--- config.mk ---
export PLATFORM = sky130hd
export DESIGN_NAME = sync_debounce_reg
export DESIGN_NICKNAME = d
export VERILOG_FILES = /design/src/rtl/sync_debounce_reg.sv
export SDC_FILE = /design/constraint.sdc
export NUM_CORES = 1
export LEC_CHECK = 0
export BUFFER_PORTS_ARGS = -buffer_cell sky130_fd_sc_hd__clkbuf_2
export CORE_MARGIN = 5
export CORE_UTILIZATION = 35
export DETAILED_ROUTE_END_ITERATION = 10
export HOLD_SLACK_MARGIN = 0.02
export PLACE_DENSITY = 0.66
export SLEW_MARGIN = 20
export SYNTH_ARGS = -nofsm -noshare
export SYNTH_HDL_FRONTEND = slang
export SYNTH_SLANG_ARGS = --single-unit
--- constraint.sdc ---
create_clock -name clk -period 1.15 [get_ports clk]
set_input_delay 0.23 -clock clk [delete_from_list [all_inputs] [get_ports clk]]
set_output_delay 0.23 -clock clk [all_outputs]
set_load 0.02 [all_outputs]
--- src/rtl/sync_debounce_reg.sv ---
// -----------------------------------------------------------------------------
// sync_debounce_reg
//
// Multi-channel input conditioner for slow asynchronous signals (photocell
// sensors, push-buttons) feeding the bank queue controller. Each channel runs
// independently through:
//   1. an SYNC_STAGES-deep flip-flop synchroniser,
//   2. a debounce counter that accepts a new level only after it has persisted
//      for DEBOUNCE_CYCLES consecutive enabled cycles,
//   3. a registered stable level plus one-cycle rise/fall pulses.
//
// Ports:
//   clk   in   1      system clock, rising edge
//   rst   in   1      synchronous active-low reset
//   en    in   1      filter enable; when low, counters and dout hold and the
//                     pulses are forced to 0 (the synchroniser keeps shifting)
//   din   in   WIDTH  raw asynchronous inputs
//   dout  out  WIDTH  debounced, registered level
//   rise  out  WIDTH  one-cycle pulse on dout[i] 0->1
//   fall  out  WIDTH  one-cycle pulse on dout[i] 1->0
// -----------------------------------------------------------------------------
module sync_debounce_reg #(
  parameter int unsigned      WIDTH           = 2,
  parameter int unsigned      SYNC_STAGES     = 2,
  parameter int unsigned      DEBOUNCE_CYCLES = 4,
  parameter logic [WIDTH-1:0] RESET_VAL       = {WIDTH{1'b0}}
) (
  input  logic             clk,
  input  logic             rst,
  input  logic             en,
  input  logic [WIDTH-1:0] din,
  output logic [WIDTH-1:0] dout,
  output logic [WIDTH-1:0] rise,
  output logic [WIDTH-1:0] fall
);

  localparam int unsigned     CW       = $clog2(DEBOUNCE_CYCLES + 1);
  localparam logic [CW-1:0]   CNT_LAST = CW'(DEBOUNCE_CYCLES - 1);

  // Stage 0 samples din; stage SYNC_STAGES-1 is the synchronised level.
  logic [SYNC_STAGES-1:0][WIDTH-1:0] sync_q, sync_d;
  logic [WIDTH-1:0][CW-1:0]          cnt_q, cnt_d;
  logic [WIDTH-1:0]                  dout_q, dout_d;
  logic [WIDTH-1:0]                  rise_q, rise_d;
  logic [WIDTH-1:0]                  fall_q, fall_d;
  logic [WIDTH-1:0]                  sync_lvl;

  assign sync_lvl = sync_q[SYNC_STAGES-1];

  always_comb begin
    // NOTE: every signal written here gets a default first so that no path
    // leaves it unassigned; otherwise synthesis infers a latch.
    sync_d = {sync_q[SYNC_STAGES-2:0], din};
    cnt_d  = cnt_q;
    dout_d = dout_q;
    rise_d = '0;
    fall_d = '0;

    if (en) begin
      for (int i = 0; i < WIDTH; i++) begin
        if (sync_lvl[i] == dout_q[i]) begin
          // Level matches the accepted one: any partial count was a glitch.
          cnt_d[i] = '0;
        end else if (cnt_q[i] == CNT_LAST) begin
          dout_d[i] = sync_lvl[i];
          cnt_d[i]  = '0;
          rise_d[i] = sync_lvl[i];
          fall_d[i] = ~sync_lvl[i];
        end else begin
          cnt_d[i] = cnt_q[i] + CW'(1);
        end
      end
    end
  end

  always_ff @(posedge clk) begin
    // NOTE: state is updated with non-blocking assignments so every register
    // samples the pre-edge values, independent of statement order.
    if (!rst) begin
      // Synchroniser is preloaded with RESET_VAL so a din that already differs
      // at release is seen as a normal, fully-latent transition.
      for (int k = 0; k < SYNC_STAGES; k++) begin
        sync_q[k] <= RESET_VAL;
      end
      cnt_q  <= '0;
      dout_q <= RESET_VAL;
      rise_q <= '0;
      fall_q <= '0;
    end else begin
      sync_q <= sync_d;
      cnt_q  <= cnt_d;
      dout_q <= dout_d;
      rise_q <= rise_d;
      fall_q <= fall_d;
    end
  end

  assign dout = dout_q;
  assign rise = rise_q;
  assign fall = fall_q;

endmodule

==> impl_metrics.toml, run 1 <==
[synth]
async_reset_ff_share_pct = 0
synth-seq-area-share_pct = 52.0
synth_warnings = 0
synth_top_area_share_pct = 52.0
synth_commonest_cells = "dfxtp_1, and2_1, nand3b_1, nor2b_1, nor3b_1"
ys.flop_type = "dfxtp_1"
yosys.cell_count.top_type = "dfxtp_1"
yosysUniqueCellTypes = 22
syn_nets = 66
synth_seq_cells = 16
yosys-top-cells-area = "dfxtp_1, and2_1, nand3b_1, nor3b_1, ha_1"
syn_inst = 59
syn_area_sq_um = 616
avgSynthCellArea_sq_um = 10.4
synth_edf_count = 0
yosys.area.top_type = "dfxtp_1"

[die]
io-pin-count = 11
initial_core_util_pct = 36.0
die_w_microns = 51.9
fp.dieArea_sq_mm = 0.00270
fp-row-count = 15
coreArea_sq_mm = 0.00171
die_y_microns = 51.9

[sta]
fin_crit_sh_pct = 96.5
finalSetupViolCount = 0
hold_violations = 0
maxSlewViolCount = 0
relSlewSlack_pct = 79.8
max_freq_mhz = 901
rsz0062_at_grt = "true"
layout_min_cycle_time_ns = 1.11
fin_worst_skew_ns = 0.00171
fin_ws_ns = 0.0407
setup-tns-final_ns = 0
worstMarginPinSlew_ns = 0.301

[placed_design]
dp_hpwl_microns = 647
place_congestion = 0.664
portBuffers = 10
place_area_sq_um = 696
dp_slack_ns = 0.00671

[worst_hold_path]
min_from = "din[1]"
min_path_type = "in -> reg"

[power]
p_sw_share_pct = 21.4
p_per_area_mw_per_mm2 = 1160
p_int_w = 0.000700
seqPwrFrac_pct = 63.6
p_leak_nw = 0.306
switchingPower_w = 0.000190
ir_worst_vdd_v = 0.000539
pwr-share-comb_pct = 4.3
p_clk_share_pct = 32.1

[global_routing]
antenna_found_initial = 0
globalRoute.totalOverflow = 0
track_usage_pct = 8.27
grt_pass1_wl_mm = 1.61
grt_max_degree = 17
grt_pass1_vias = 367

[layout]
layout-drive-gt1-share_pct = 31.9
area_growth_pct = 24.8
finalNetCount = 81
finalInstanceArea_sq_um = 768
antennaDiodeCount = 0
fillers = 158
final_util_pct = 45.0

[detailed_routing]
vias_per_cell = 4.52
wl_per_cell_microns = 10.5
drc = 0
via_count = 438
dr.pass1.iters = 4
antenna_left = 0
drt_iter0_markers = 5
wirelength_mm = 1.02

[critical_path]
crit_type = "reg -> out"
path_cells = "buf_4 > buf_6"
end_kind = "output pin"
startpoint = "dout[1]"
path_max_fanout = 4
r2r_start = "cnt_q[4]"
startpoint_type = "flip-flop"
required_ns = 0.92
reg2reg_to = "rise[1]"
critPathTopFamily = "flip-flops"
r2r_cells = 4
endpoint = "dout[1]"
cp.buffers_inverters = 2
arrival_ns = 0.88
max_stage_delay_ns = 0.33
crit_slowest_cell = "dfxtp_2"
rrSetupSlack_ns = 0.05
crit_cells = 2

[clock_network]
hold_buffers = 0
clk_latency_ns = 0.28
cts_buffers = 3
cts_tree = "yes"
clock_sink_count = 16
clkTransAtPathRegs_ns = 0.09
h-tree-depth = 1
cts_root_buf = "clkbuf_4"
cts_buffer_depth = 2

[status]
status = "complete, no violations"

[job]
drv_cap = 0
## state kept, by name, indices dropped and copies added, names as in the netlist
signal    cells
cnt_q         6
dout          2
fall          2
rise          2
sync_d        2
sync_lvl      2
## through the flow
stage          hold slack [ns]  std cells  total power, W
6_report                 0.148         97        0.000890
5_1_grt                  0.165         97        0.000920
4_1_cts                  0.144         96        0.000897
3_5_place_dp             0.423         93        0.000617
3_3_place_gp             0.415         93        0.000615
2_1_floorplan            0.357         59        0.000603
## power groups by stage
stage	registers, W	clock network (W)	logic (W)
after global routing	0.000567	0.000310	0.0000436
after global placement	0.000579	0	0.0000354
final	0.000566	0.000286	0.0000386
after CTS	0.000567	0.000294	0.0000367
after floorplan	0.000579	0	0.0000243
after detailed placement	0.000580	0	0.0000367
## worst register-to-register path, cell delays in order, from the launching register on
cell and delay, ns:
dfxtp_1 0.37, ha_4 0.15, nor2b_4 0.15, nand3_1 0.15, nor3b_2 0.21
## kinds of logic (layout without fill, tap and decap cells)
group,after synthesis,after routing,share of synthesized area [%]
DFF,16,16,52.0
adders and majority gates,2,2,4.06
xor gates and xnor gates,2,2,2.85
muxes,2,2,3.25
AOI/OAI and AO/OA,6,6,5.49
and+or+nand+nor,28,28,30.3
buffers and inverters,3,16,2.03
## routing by layer
| layer | global-route usage (%) | up-vias | wire length (microns) |
|---|---|---|---|
| met3 | 2.58 | 3 | 69 |
| met5 | 0 | - | 0 |
| li1 | - | 228 | - |
| met2 | 11.9 | 13 | 466 |
| met4 | 6.55 | 0 | 17 |
| met1 | 9.98 | 194 | 466 |
## cell usage in the layout, fill, tap and decap left out, types with 2 or more instances in the layout
cell | synthesis | final
dfxtp_1 | 16 | 13
nor3b_1 | 4 | 2
nor3b_2 | 0 | 2
nand2b_1 | 3 | 3
nor2b_1 | 4 | 3
and2_1 | 5 | 5
buf_4 | 0 | 2
nand2_1 | 3 | 3
clkbuf_4 | 0 | 3
dfxtp_2 | 0 | 2
clkbuf_2 | 0 | 9
mux2i_1 | 2 | 2
o21ai_0 | 3 | 3
nand3_1 | 2 | 2
nand3b_1 | 4 | 4
## how the worst min path moves through the flow
stage | end | slack, ns | cells after the start
CTS | sync_d[3] | 0.14 | 2
floorplan | sync_d[2] | 0.36 | 1
detailed placement | sync_lvl[0] | 0.42 | 1
global route | sync_d[3] | 0.16 | 2
global placement | sync_lvl[0] | 0.42 | 1
finish | sync_d[3] | 0.15 | 2
## layout make-up
cell class | count | area, sq um | share of cell area [%]
clock buffer | 3 | 22.5 | 2.93
sequential | 16 | 327 | 42.5
multi-input combinational | 40 | 313 | 40.7
tap | 25 | 31.3 | 4.07
timing repair buffer | 12 | 71.3 | 9.28
inverter | 1 | 3.75 | 0.489
## repair_timing
action	CTS	global route
pin swaps	2	2
cloned	0	0
setup buffers	0	1
gates resized for setup	5	8
setup endpoints to repair	4	5
(Power assumes the default switching activity.)
==> run 2: changes to the inputs <==
--- a/config.mk
+++ b/config.mk
@@ -10,7 +10,7 @@
 export CORE_UTILIZATION = 35
 export DETAILED_ROUTE_END_ITERATION = 10
 export HOLD_SLACK_MARGIN = 0.02
-export PLACE_DENSITY = 0.66
+export PLACE_DENSITY = 0.64
 export SLEW_MARGIN = 20
 export SYNTH_ARGS = -nofsm -noshare
 export SYNTH_HDL_FRONTEND = slang
==> constraint.sdc (replaced) <==
create_clock -name clk -period 1.2 [get_ports clk]
set_input_delay 0.24 -clock clk [delete_from_list [all_inputs] [get_ports clk]]
set_output_delay 0.24 -clock clk [all_outputs]
set_load 0.02 [all_outputs]
==> impl_metrics.toml, run 2 (same netlist as run 1, synthesis figures left out) <==
[placed_design]
dp_cells = 92
dp_hpwl_microns = 711
place_congestion = 0.735
place_area_sq_um = 688
portBuffers = 10
dp_slack_ns = 0.0452

[die]
fp-row-count = 15
coreArea_sq_mm = 0.00171
die_w_microns = 51.9
initial_core_util_pct = 36.0
die_y_microns = 51.9
io-pin-count = 11
fp.dieArea_sq_mm = 0.00270

[critical_path]
path_max_fanout = 3
critPathTopFamily = "simple AND/OR/NAND/NOR gates"
required_ns = 1.42
crit_type = "reg -> reg"
max_stage_delay_ns = 0.34
arrival_ns = 1.37
crit_slowest_cell = "dfxtp_2"
end_kind = "flip-flop"
cp.buffers_inverters = 0
path_cells = "ha_2 > nor2b_2 > nor4b_2 > o21a_1"
startpoint_type = "flip-flop"

[sta]
rsz0062_at_grt = "false"
worstMarginPinSlew_ns = 0.311
layout_min_cycle_time_ns = 1.15
setup-tns-final_ns = 0
fin_crit_sh_pct = 95.5
max_freq_mhz = 873
fin_worst_skew_ns = 0.00629
fin_ws_ns = 0.0545
hold_violations = 0
relSlewSlack_pct = 79.1
maxSlewViolCount = 0
finalSetupViolCount = 0

[layout]
fillers = 180
final-instance-count-excl-fill = 95
layout-drive-gt1-share_pct = 25.7
antennaDiodeCount = 0
top_register = "cnt_q"
area_growth_pct = 16.7
finalNetCount = 79
largest_reg_flops = 6
final_common_cell = "dfxtp_1"
final_util_pct = 42.1
layout_common_cells = "dfxtp_1, clkbuf_2, and2_1"
finalInstanceArea_sq_um = 718

[detailed_routing]
antenna_left = 0
dr.pass1.iters = 4
routed.top_layer = "met4"
wl_per_cell_microns = 11.0
drt_iter0_markers = 16
drc = 0
routedLengthMet1_microns = 507
wl_met3_microns = 75
wirelength_mm = 1.04
dr_wl_met2_microns = 449
vias_per_cell = 4.68
via_count = 445

[clock_network]
cts_buffer_depth = 2
cts_tree = "yes"
clock_sink_count = 16
clk_latency_ns = 0.28
clkTransAtPathRegs_ns = 0.08
hold_buffers = 0
cts_root_buf = "clkbuf_4"
h-tree-depth = 1
cts_buffers = 3

[worst_hold_path]
min_path_type = "in -> reg"

[status]
status = "complete, no violations"

[global_routing]
antenna_found_initial = 0
grt_max_degree = 17
grt_pass1_wl_mm = 1.81
grt_pass1_vias = 399
track_usage_pct = 9.35
globalRoute.totalOverflow = 0

[power]
ir_worst_vdd_v = 0.000722
p_leak_nw = 0.292
p_per_area_mw_per_mm2 = 1190

[job]
drv_cap = 0
==> run 2: changes by cell type in the layout (fill, tap and decap cells not counted) <==
cell	delta
ha_4	-1
nor2b_2	+1
nor2b_4	-1
dfxtp_1	+1
ha_2	+1
nor3b_1	+2
dfxtp_4	-1
clkbuf_2	+1
buf_6	-1
nor3b_2	-2
buf_4	-2
==> run 2: metrics by stage <==
step                hold WS [ns]  power (W)
CTS                        0.148   0.000870
detailed placement         0.421   0.000591
global placement           0.417   0.000591
global route               0.167   0.000901
floorplan                  0.367   0.000578
finish                     0.162   0.000852
==> run 2: worst paths after layout <==
check                 start           to  slack, ns  cells after the start
setup / recovery   cnt_q[3]     cnt_q[3]       0.05                      4
setup reg to reg   cnt_q[3]     cnt_q[3]       0.05                      4
hold / removal       din[1]    sync_d[3]       0.16                      2
hold reg to reg   sync_d[2]  sync_lvl[0]       0.44                      1
==> run 2: layout make-up <==
type	count	area (sq um)	share of cell area, %
Sequential cell	16	323	44.9
Multi-Input combinational cell	40	288	40.1
Timing Repair Buffer	10	50.0	6.97
Tap cell	25	31.3	4.36
Clock buffer	3	22.5	3.14
Inverter	1	3.75	0.523
==> run 2: repair_timing <==
item,in CTS,in global routing
gates resized for setup,0,4
buffers inserted,0,0
endpoints found under the setup margin,0,4
==> run 2: power breakdown <==
group          switching, W  leakage (nW)  total [W]  internal, W
Clock              0.000157        0.0138   0.000273     0.000117
Combinational     0.0000187         0.147  0.0000350    0.0000163
Sequential       0.00000502         0.131   0.000544     0.000539
Total              0.000180         0.292   0.000852     0.000671
==> run 2: metal layers <==
metal	up-vias	GRT usage (%)
li1	224	-
met1	210	13.0
met2	9	11.5
met3	2	5.16
met4	0	3.93
met5	-	0
